[src/rtl/a2d_rr_sched.sv]
// Round-robin conversion scheduler for the 8-channel A2D.
// Two SPI transactions per trigger; results land in per-channel registers.
module a2d_rr_sched #(
  parameter logic [2:0] CH_LFT   = 3'd0,
  parameter logic [2:0] CH_RGHT  = 3'd4,
  parameter logic [2:0] CH_STEER = 3'd5,
  parameter logic [2:0] CH_BATT  = 3'd6
) (
  input  logic        clk,
  input  logic        rst,
  input  logic        nxt,
  input  logic        done,
  input  logic [15:0] rd_data,
  output logic        wrt,
  output logic [15:0] cmd,
  output logic [11:0] lft_ld,
  output logic [11:0] rght_ld,
  output logic [11:0] steer_pot,
  output logic [11:0] batt,
  output logic        cnv_cmplt,
  output logic        busy
);

  typedef enum logic [1:0] {
    IDLE,
    CONV1,
    GAP,
    CONV2
  } state_t;

  state_t      state_q, state_d;
  logic [1:0]  ptr_q, ptr_d;
  logic        pend_q, pend_d;
  logic        wrt_q, wrt_d;
  logic [15:0] cmd_q, cmd_d;
  logic [11:0] lft_q, lft_d;
  logic [11:0] rght_q, rght_d;
  logic [11:0] steer_q, steer_d;
  logic [11:0] batt_q, batt_d;
  logic        cmplt_q, cmplt_d;
  logic        busy_q, busy_d;
  logic [2:0]  chan;
  logic        unused_hi;

  // Upper nibble of the receive word carries no result bits
  assign unused_hi = ^rd_data[15:12];

  // Map the round-robin pointer onto the physical ADC channel
  always_comb begin
    chan = CH_LFT;
    unique case (ptr_q)
      2'd0: chan = CH_LFT;
      2'd1: chan = CH_RGHT;
      2'd2: chan = CH_STEER;
      2'd3: chan = CH_BATT;
    endcase
  end

  // Sequence the two transactions, capture results, latch late triggers
  always_comb begin
    state_d = state_q;
    ptr_d   = ptr_q;
    pend_d  = pend_q;
    wrt_d   = 1'b0;
    cmd_d   = cmd_q;
    lft_d   = lft_q;
    rght_d  = rght_q;
    steer_d = steer_q;
    batt_d  = batt_q;
    cmplt_d = 1'b0;
    if (nxt && state_q != IDLE) pend_d = 1'b1;
    unique case (state_q)
      IDLE: begin
        if (nxt || pend_q) begin
          wrt_d   = 1'b1;
          cmd_d   = {2'b00, chan, 11'h000};
          pend_d  = 1'b0;
          state_d = CONV1;
        end
      end
      CONV1: begin
        if (done) state_d = GAP;
      end
      GAP: begin
        wrt_d   = 1'b1;
        state_d = CONV2;
      end
      CONV2: begin
        if (done) begin
          state_d = IDLE;
          cmplt_d = 1'b1;
          ptr_d   = ptr_q + 2'd1;
          unique case (ptr_q)
            2'd0: lft_d   = rd_data[11:0];
            2'd1: rght_d  = rd_data[11:0];
            2'd2: steer_d = rd_data[11:0];
            2'd3: batt_d  = rd_data[11:0];
          endcase
        end
      end
    endcase
    busy_d = (state_d != IDLE);
  end

  // Register state and every output
  always_ff @(posedge clk) begin
    if (rst) begin
      state_q <= IDLE;
      ptr_q   <= 2'd0;
      pend_q  <= 1'b0;
      wrt_q   <= 1'b0;
      cmd_q   <= 16'h0000;
      lft_q   <= 12'h000;
      rght_q  <= 12'h000;
      steer_q <= 12'h000;
      batt_q  <= 12'h000;
      cmplt_q <= 1'b0;
      busy_q  <= 1'b0;
    end else begin
      state_q <= state_d;
      ptr_q   <= ptr_d;
      pend_q  <= pend_d;
      wrt_q   <= wrt_d;
      cmd_q   <= cmd_d;
      lft_q   <= lft_d;
      rght_q  <= rght_d;
      steer_q <= steer_d;
      batt_q  <= batt_d;
      cmplt_q <= cmplt_d;
      busy_q  <= busy_d;
    end
  end

  assign wrt       = wrt_q;
  assign cmd       = cmd_q;
  assign lft_ld    = lft_q;
  assign rght_ld   = rght_q;
  assign steer_pot = steer_q;
  assign batt      = batt_q;
  assign cnv_cmplt = cmplt_q;
  assign busy      = busy_q;

endmodule

[config.mk]
export PLATFORM = sky130hd
export DESIGN_NAME = a2d_rr_sched
export DESIGN_NICKNAME = d
export VERILOG_FILES = /design/src/rtl/a2d_rr_sched.sv
export SDC_FILE = /design/constraint.sdc
export NUM_CORES = 1
export LEC_CHECK = 0
export ABC_CLOCK_PERIOD_IN_PS = 1400
export BUFFER_PORTS_ARGS = -buffer_cell sky130_fd_sc_hd__buf_2
export CORE_MARGIN = 1
export CORE_UTILIZATION = 43
export DETAILED_ROUTE_END_ITERATION = 7
export PLACE_DENSITY = 0.82
export SLEW_MARGIN = 15
export SYNTH_ARGS = -nofsm -noshare
export SYNTH_HDL_FRONTEND = slang
export SYNTH_SLANG_ARGS = --single-unit
[constraint.sdc]
create_clock -name clk -period 1.4 [get_ports clk]
set_clock_uncertainty 0.15 [all_clocks]
set_input_delay 0.21 -clock clk [delete_from_list [all_inputs] [get_ports clk]]
set_output_delay 0.21 -clock clk [all_outputs]
set_load 0.05 [all_outputs]
==> results of run 1 <==
## power breakdown
group	switching [uW]	internal (uW)
Combinational	232	99.8
Clock	689	1100
Sequential	25.9	1700
Total	947	2900
## synth_stat cells
library cell	number	area share
a211oi_1	1	0.0033
a21oi_1	48	0.11
a311oi_1	1	0.0039
and4_1	4	0.015
buf_1	1	0.0017
buf_2	10	0.022
buf_4	16	0.053
clkbuf_1	4	0.0066
conb_1	1	0.0017
dfxtp_1	59	0.52
ha_1	5	0.028
inv_1	2	0.0033
mux2_2	1	0.0050
mux2i_1	3	0.013
nand2_1	97	0.16
nand2b_1	4	0.011
nand3_1	1	0.0022
nand4_1	4	0.011
nor2_1	7	0.012
nor2b_1	1	0.0028
nor3_1	4	0.0088
nor4_1	1	0.0028
xnor2_1	1	0.0039
xor2_1	1	0.0039
## state kept, by name, summed over array words and instances, names as in the netlist
| signal | flops |
|---|---|
| batt | 12 |
| rght_ld | 12 |
| cmd | 3 |
| steer_pot | 12 |
| pend_q | 1 |
| busy | 1 |
| lft_ld | 12 |
| state_q | 2 |
| ptr_q | 2 |
| cnv_cmplt | 1 |
| wrt | 1 |
## worst max-delay path, cell delays in order (launching register included)
cell and delay [ps]:
dfxtp_4 380, inv_4 50, ha_1 240, nand4_1 140, buf_6 170, nand2_1 60
a21oi_1 140
## cell type report
class,count,area [um^2]
clock buffer,11,151
clock inverter,5,85.1
fill,429,1900
inverter,2,12.5
multi-input combinational,197,1040
sequential,59,1190
tap,70,87.6
timing repair buffer,99,636
## cells by family (layout without fill, tap and decap cells)
kind of cell | count (synthesis) | in the layout | synth area share
AO/OA/AOI/OAI | 50 | 50 | 0.113
multiplexers | 4 | 4 | 0.0182
AND/OR/NAND/NOR | 123 | 123 | 0.226
buffers and inverters | 33 | 117 | 0.0865
XOR/XNOR | 2 | 2 | 0.00771
flip-flops | 59 | 59 | 0.520
other | 1 | 13 | 0.00165
adder cells (fa/ha/maj) | 5 | 5 | 0.0275
## per-layer routing
metal | part of all wire | vias up
met1 | 0.44 | 1009
met4 | 0.024 | 0
met2 | 0.49 | 80
met5 | 0 | -
met3 | 0.044 | 13
li1 | - | 1056
## metrics by stage
step	std cells	utilization
final	443	0.627
after floorplan	289	-
after detailed placement	414	0.532
after global routing	443	0.627
after global placement	414	0.532
after CTS	441	0.606
## path summary, 6_finish.rpt
check | slack, ps | depth (start not counted) | startpoint | end
min reg2reg | 300 | 2 | rght_ld[0] | rght_ld[0]
max | 9 | 6 | ptr_q[0] | steer_pot[4]
min | 20 | 3 | rd_data[2] | batt[2]
max reg2reg | 9 | 6 | ptr_q[0] | steer_pot[4]
## timing repair
item,in CTS,in global routing
resized for setup,16,31
pin swaps,2,17
buffers inserted,1,2
hold buffers,10,0
endpoints found under the hold margin,27,0
endpoints found under the setup margin,43,52
==> results.py, run 1 <==
metrics = {
    "synthesis": {
        "synth_area_mm2": 0.00227,
        "ys_seq_area_frac": 0.520,
        "syn_area_per_cell_um2": 8.20,
        "syn_inst": 277,
        "yosysWarnings": 0,
        "yosys_register_bits": 59,
        "ys_types": 24,
    },
    "global_route": {
        "grt_pass1_vias": 1832,
        "grt_max_degree": 36,
        "globalRouteOverflowTotal": 0,
        "grt.busiest_layer": "met2",
        "grtUsageMet2": 0.331,
        "antenna_found_initial": 0,
        "track_usage": 0.220,
        "grt_use_met3": 0.0576,
        "grt_use_met1": 0.290,
        "grt_pass1_wl_um": 9050,
    },
    "critical_path": {
        "critPathKind": "reg2reg",
        "startpoint_type": "flip-flop",
        "critPathRequiredTime_ps": 1520,
        "crit_fanout": 12,
        "arrival_ps": 1510,
        "endpoint_kind": "flip-flop",
    },
    "power": {
        "ir_worst_vdd_uv": 838,
        "leakagePower_uw": 0.00137,
        "power_uw": 3850,
        "powerDensity_mw_per_mm2": 1200,
    },
    "place": {
        "placed_cell_area_mm2": 0.00272,
        "gp_congestion": 0.736,
        "dp_hpwl_um": 3770,
        "dp_slack_ps": -158,
        "port_buffers": 69,
    },
    "floorplanning": {
        "ios": 87,
        "die_h_um": 74.7,
        "coreArea_mm2": 0.00511,
        "die_w_um": 74.7,
        "rows": 26,
        "dieArea_mm2": 0.00558,
        "initial_core_util": 0.445,
    },
    "sta": {
        "finalHoldViolations": 0,
        "final.period_utilization": 0.994,
        "holdWs_ps": 21.5,
        "fin_crit_ps": 1390,
        "fin_tns_setup_ps": 0,
        "setup_viol": 0,
        "fin_ws_ps": 8.85,
        "rsz0062_at_grt": "true",
        "maxSlewViolCount": 0,
        "max_freq_mhz": 719,
    },
    "finish": {
        "areaGrowthSynthToFinish_pct": 41.0,
        "final_cell_mix": "87 x nand2_1, 69 x buf_2, 55 x dfxtp_1",
        "final_nets": 393,
        "stdcell_area_mm2": 0.00320,
        "diodes": 0,
        "mostFrequentLayoutCell": "nand2_1",
        "drive_gt1_frac": 0.375,
    },
    "clock_tree": {
        "cts_sinks": 59,
        "clockBufferDepth": 2,
        "htree_levels": 3,
        "clk_latency_ps": 330,
        "cts_root_buf": "clkbuf_8",
        "cts_tree": "yes",
        "clk_pin_slew_ps": 70,
        "numCtsBuffers": 9,
    },
    "drt": {
        "ant_nets": 0,
        "drt-total-wl_um": 6010,
        "first_iter_violations": 101,
        "routed_via_density": 4.87,
        "drt_first_pass_iters": 4,
        "drc": 0,
        "avgRoutedWirePerCell_um": 13.6,
        "num_vias": 2158,
    },
    "job": {
        "maxCapViolCount": 0,
    },
    "run_status": {
        "status": "finished clean",
    },
    "min_path": {
        "hold_path_class": "in2reg",
    },
}
(Power assumes the default switching activity.)
==> run 2: changes to the inputs <==
ABC_CLOCK_PERIOD_IN_PS = 1700   (was 1400)
CAP_MARGIN = 40   (was not set)
CORE_UTILIZATION = 45   (was 43)
clock period = 1.7 ns   (was 1.4 ns; I/O delays follow)
==> run 2 against run 1 <==
Clock-buffer cell count increased by 3. Power decreased by 26%. Combinational power decreased by 31%. Cell count decreased by 5.2%. Sequential cell count unchanged. Non-clock buffer count decreased by 20. Global-route usage decreased by 1.2 points. Critical endpoint is now lft_ld[4]. Largest power group is now sequential cells. Highest routed layer unchanged.
==> results.py, run 2 (synthesis gave the netlist of run 1 again) <==
metrics = {
    "critical_path": {
        "critPathKind": "reg2reg",
        "critPathRequiredTime_ps": 1800,
        "arrival_ps": 1660,
        "slowest_stage": "and4_2",
        "worst-path-stages": 5,
        "r2r_cells": 5,
        "crit_end": "lft_ld[4]",
        "cp-startpoint": "ptr_q[0]",
        "regToRegEndpoint": "lft_ld[4]",
        "endpoint_kind": "flip-flop",
        "path_buf_inv": 1,
        "max_stage_delay_ps": 410,
        "startpoint_type": "flip-flop",
        "cp_top_family": "simple AND/OR/NAND/NOR gates",
        "r2r_start": "ptr_q[0]",
        "crit_fanout": 12,
        "crit_chain": "inv_1 -> ha_1 -> and4_2 -> nand2_1 -> a21oi_1",
        "ff2ff_setup_slack_ps": 140,
    },
    "drt": {
        "wl_met1_um": 2290,
        "drt_first_pass_iters": 4,
        "routed_via_density": 4.79,
        "route.met2.wl_um": 2560,
        "ant_nets": 0,
        "num_vias": 2012,
        "drc": 0,
        "first_iter_violations": 77,
        "avgRoutedWirePerCell_um": 12.8,
        "drt-total-wl_um": 5380,
        "route.top_layer_used": "met4",
        "route.met3.wl_um": 460,
    },
    "global_route": {
        "track_usage": 0.208,
        "grt_pass1_vias": 1707,
        "grt_pass1_wl_um": 8190,
        "antenna_found_initial": 0,
        "grt_max_degree": 34,
        "globalRouteOverflowTotal": 0,
    },
    "floorplanning": {
        "coreArea_mm2": 0.00479,
        "initial_core_util": 0.475,
        "dieArea_mm2": 0.00534,
        "die_w_um": 73.1,
        "rows": 25,
        "ios": 87,
        "die_h_um": 73.1,
    },
    "finish": {
        "mostFrequentLayoutCell": "nand2_1",
        "final_cell_mix": "97 x nand2_1, 69 x buf_2, 59 x dfxtp_1",
        "drive_gt1_frac": 0.266,
        "final_nets": 373,
        "areaGrowthSynthToFinish_pct": 24.2,
        "utilization": 0.590,
        "diodes": 0,
        "nFillCells": 432,
    },
    "power": {
        "powerDensity_mw_per_mm2": 1010,
        "leakagePower_uw": 0.00123,
        "ir_worst_vdd_uv": 560,
    },
    "clock_tree": {
        "cts_sinks": 59,
        "clk_pin_slew_ps": 60,
        "numCtsBuffers": 9,
        "cts_tree": "yes",
        "clk_latency_ps": 330,
        "clockBufferDepth": 2,
        "htree_levels": 3,
        "cts_root_buf": "clkbuf_8",
    },
    "sta": {
        "fin_tns_setup_ps": 0,
        "fin_crit_ps": 1560,
        "maxSlewViolCount": 0,
        "setup_viol": 0,
        "finalHoldViolations": 0,
        "final.period_utilization": 0.918,
        "max_freq_mhz": 641,
        "rsz0062_at_grt": "false",
    },
    "place": {
        "port_buffers": 69,
        "dp_hpwl_um": 3790,
        "gp_congestion": 0.757,
    },
    "min_path": {
        "hold_path_class": "in2reg",
    },
    "run_status": {
        "status": "finished clean",
    },
    "job": {
        "maxCapViolCount": 0,
    },
}
run 2: changes by cell type in the layout (fill, tap and decap cells not counted), sizes merged:
| cell | delta |
|---|---|
| clkbuf | +3 |
| buf | -10 |
| clkinvlp | -1 |
| bufinv | -1 |
| dlygate4sd3 | -10 |
| clkinv | -1 |
run 2: routing by layer:
layer / GRT usage / vias to the layer above
li1: - / 1018
met1: 0.266 / 907
met2: 0.320 / 76
met3: 0.0580 / 11
met4: 0.107 / 0
met5: 0 / -
run 2: final cells by class:
type                            instances  area, um^2  share of cell area
Clock buffer                           14         153              0.0541
Clock inverter                          2        35.0              0.0124
Inverter                                2        7.51             0.00266
Tap cell                               67        83.8              0.0297
Sequential cell                        59        1180               0.418
Multi-Input combinational cell        197         942               0.334
Timing Repair Buffer                   79         420               0.149
run 2: where the power goes:
group          internal, uW  switching [uW]  total [uW]  leakage (uW)
logic                  53.5             176         230      0.000660
registers              1400            18.2        1420      0.000476
clock network           717             500        1220     0.0000947
run 2: what timing repair did:
action,4_1_cts,5_1_grt
hold buffers,0,0
resized for setup,0,2
endpoints found under the setup margin,0,36
setup buffers,0,2
endpoints found under the hold margin,0,0
run 2: how the worst min path moves through the flow:
stage | start | endpoint | slack, ps | cells after the start
finish | rd_data[6] | lft_ld[6] | 40 | 3
floorplan | rd_data[0] | batt[0] | 240 | 2
detailed placement | batt[2] | batt[2] | 290 | 2
CTS | rd_data[6] | lft_ld[6] | 40 | 3
global route | rd_data[6] | rght_ld[6] | 40 | 3
global placement | batt[8] | batt[8] | 290 | 2
run 2: stage by stage:
stage / power (uW) / cells / hold WS [ps] / setup WS (ps) / area [um^2]
CTS: 2890 / 418 / 35.3 / 4.01 / 2810
global placement: 1670 / 402 / 289 / 59.6 / 2620
detailed placement: 1670 / 402 / 294 / 21.9 / 2620
floorplan: 1630 / 289 / 241 / 288 / 2320
global route: 2970 / 420 / 40.5 / 2.04 / 2820
finish: 2860 / 420 / 44.1 / 140 / 2820
run 2: worst reg2reg max path, stage by stage (launching register included):
cell	delay, ps
dfxtp_1	340
inv_1	120
ha_1	210
and4_2	410
nand2_1	90
a21oi_1	160
==> run 3: changes to the inputs <==
BUFFER_PORTS_ARGS = not set   (was -buffer_cell sky130_fd_sc_hd__buf_2)
DONT_BUFFER_PORTS = 1   (was not set)
PLACE_DENSITY = 0.68   (was 0.82)
==> run 3 against run 2 <==
First-iteration DRC count grew 19%. Utilization shrank 3.3 points. Sequential cell count is the same. Worst hold slack lost 31 ps. Via count shrank 11%. Global-route usage shrank 0.81 points. Sequential share of layout area grew 2.5 points. Register-to-register slack is essentially flat. Wire length shrank 6.3%. Largest power group unchanged. Clock power grew 8%. Cell count shrank 13%.
==> results.py, run 3 (synthesis gave the netlist of run 1 again) <==
metrics = {
    "clock_tree": {
        "htree_levels": 3,
        "clk_latency_ps": 330,
        "cts_sinks": 59,
        "numCtsBuffers": 9,
        "cts_tree": "yes",
        "clockBufferDepth": 2,
        "cts_root_buf": "clkbuf_8",
        "clk_pin_slew_ps": 60,
    },
    "finish": {
        "diodes": 0,
        "drive_gt1_frac": 0.100,
        "nFillCells": 451,
        "areaGrowthSynthToFinish_pct": 17.3,
        "fin_cells": 366,
        "final_nets": 319,
        "mostFrequentLayoutCell": "nand2_1",
        "final_cell_mix": "97 x nand2_1, 58 x dfxtp_1, 48 x a21oi_1",
    },
    "global_route": {
        "antenna_found_initial": 0,
        "grt_use_met3": 0.119,
        "grt_use_met1": 0.214,
        "grt_pass1_wl_um": 7930,
        "track_usage": 0.200,
        "grt.busiest_layer": "met2",
        "globalRouteOverflowTotal": 0,
        "grt_max_degree": 61,
        "grt_pass1_vias": 1644,
        "grtUsageMet2": 0.323,
    },
    "sta": {
        "max_freq_mhz": 638,
        "worstMarginPinSlew_ps": 545,
        "final.period_utilization": 0.922,
        "fin_crit_ps": 1570,
        "fin_tns_setup_ps": 0,
        "rsz0062_at_grt": "false",
        "slew_headroom": 0.636,
        "maxSlewViolCount": 0,
        "finalHoldViolations": 0,
        "setup_viol": 0,
    },
    "drt": {
        "ant_nets": 0,
        "drt_first_pass_iters": 4,
        "drt-total-wl_um": 5040,
        "routed_via_density": 4.89,
        "first_iter_violations": 92,
        "num_vias": 1788,
        "drc": 0,
        "avgRoutedWirePerCell_um": 13.8,
    },
    "floorplanning": {
        "rows": 25,
        "die_w_um": 73.1,
        "dieArea_mm2": 0.00534,
        "ios": 87,
        "die_h_um": 73.1,
        "initial_core_util": 0.475,
        "coreArea_mm2": 0.00479,
    },
    "critical_path": {
        "ff2ff_setup_slack_ps": 130,
        "critPathRequiredTime_ps": 1770,
        "critPathKind": "reg2reg",
        "arrival_ps": 1630,
        "crit_fanout": 10,
        "endpoint_kind": "flip-flop",
        "startpoint_type": "flip-flop",
    },
    "place": {
        "gp_congestion": 0.714,
        "place_inst": 333,
        "port_buffers": 0,
        "dp_hpwl_um": 3320,
    },
    "job": {
        "maxCapViolCount": 0,
    },
    "min_path": {
        "hold_path_class": "in2reg",
    },
    "power": {
        "powerDensity_mw_per_mm2": 1110,
        "leakagePower_uw": 0.000956,
        "ir_worst_vdd_uv": 682,
    },
    "run_status": {
        "status": "finished clean",
    },
}
[run 3: cell types whose count changed in the layout (fill, tap and decap cells not counted), sizes merged]
cell | before | now
buf | 79 | 10
clkbuf | 14 | 12
clkinv | 1 | 2
clkinvlp | 0 | 1
dlygate4sd3 | 0 | 15
[run 3: per-stage QoR]
stage / hold slack (ps) / area (um^2) / worst slack (ps) / utilization / total power [uW]
floorplan: 241 / 2320 / 288 / - / 1630
global placement: 179 / 2270 / 145 / 0.475 / 1600
detailed placement: 181 / 2270 / 98.3 / 0.475 / 1610
CTS: 11.6 / 2660 / 77.5 / 0.555 / 2990
global route: 25.3 / 2670 / 58.7 / 0.557 / 3070
finish: 13.6 / 2670 / 133 / 0.557 / 2970
[run 3: path summary, 6_finish.rpt]
| check | start | endpoint | cells after the start |
|---|---|---|---|
| setup / recovery | state_q[1] | wrt | 4 |
| hold / removal | nxt | pend_q | 2 |
| setup reg to reg | state_q[1] | wrt | 4 |
| hold reg to reg | ptr_q[1] | ptr_q[1] | 2 |
[run 3: metal layers]
layer	share of wire	vias up
met2	0.48	61
met5	0	-
met3	0.10	6
met4	0.013	0
met1	0.40	809
li1	-	912
[run 3: power breakdown]
group | internal (uW) | total [uW] | switching (uW) | leakage [uW]
combinational | 61.3 | 197 | 136 | 0.000371
clock | 791 | 1320 | 532 | 0.000108
sequential | 1400 | 1450 | 51.0 | 0.000477
total | 2250 | 2970 | 719 | 0.000956
[run 3: area by class of cell]
class,count,area (um^2),share of cell area
Sequential cell,59,1180,0.443
Multi-Input combinational cell,197,942,0.353
Timing Repair Buffer,25,238,0.0892
Clock buffer,12,165,0.0619
Tap cell,67,83.8,0.0314
Clock inverter,4,47.5,0.0178
Inverter,2,7.51,0.00282
[run 3: repair_timing]
item / 4_1_cts / 5_1_grt
endpoints found under the setup margin: 0 / 15
setup buffers: 0 / 1
hold endpoints to repair: 59 / 0
hold buffers: 16 / 0
resized for setup: 0 / 3
[run 3: critical path: stages, from the launching register on]
cell and delay, ps:
dfxtp_2 370, buf_4 170, nor3_1 180, nor3_1 60, dlygate4sd3_1 540
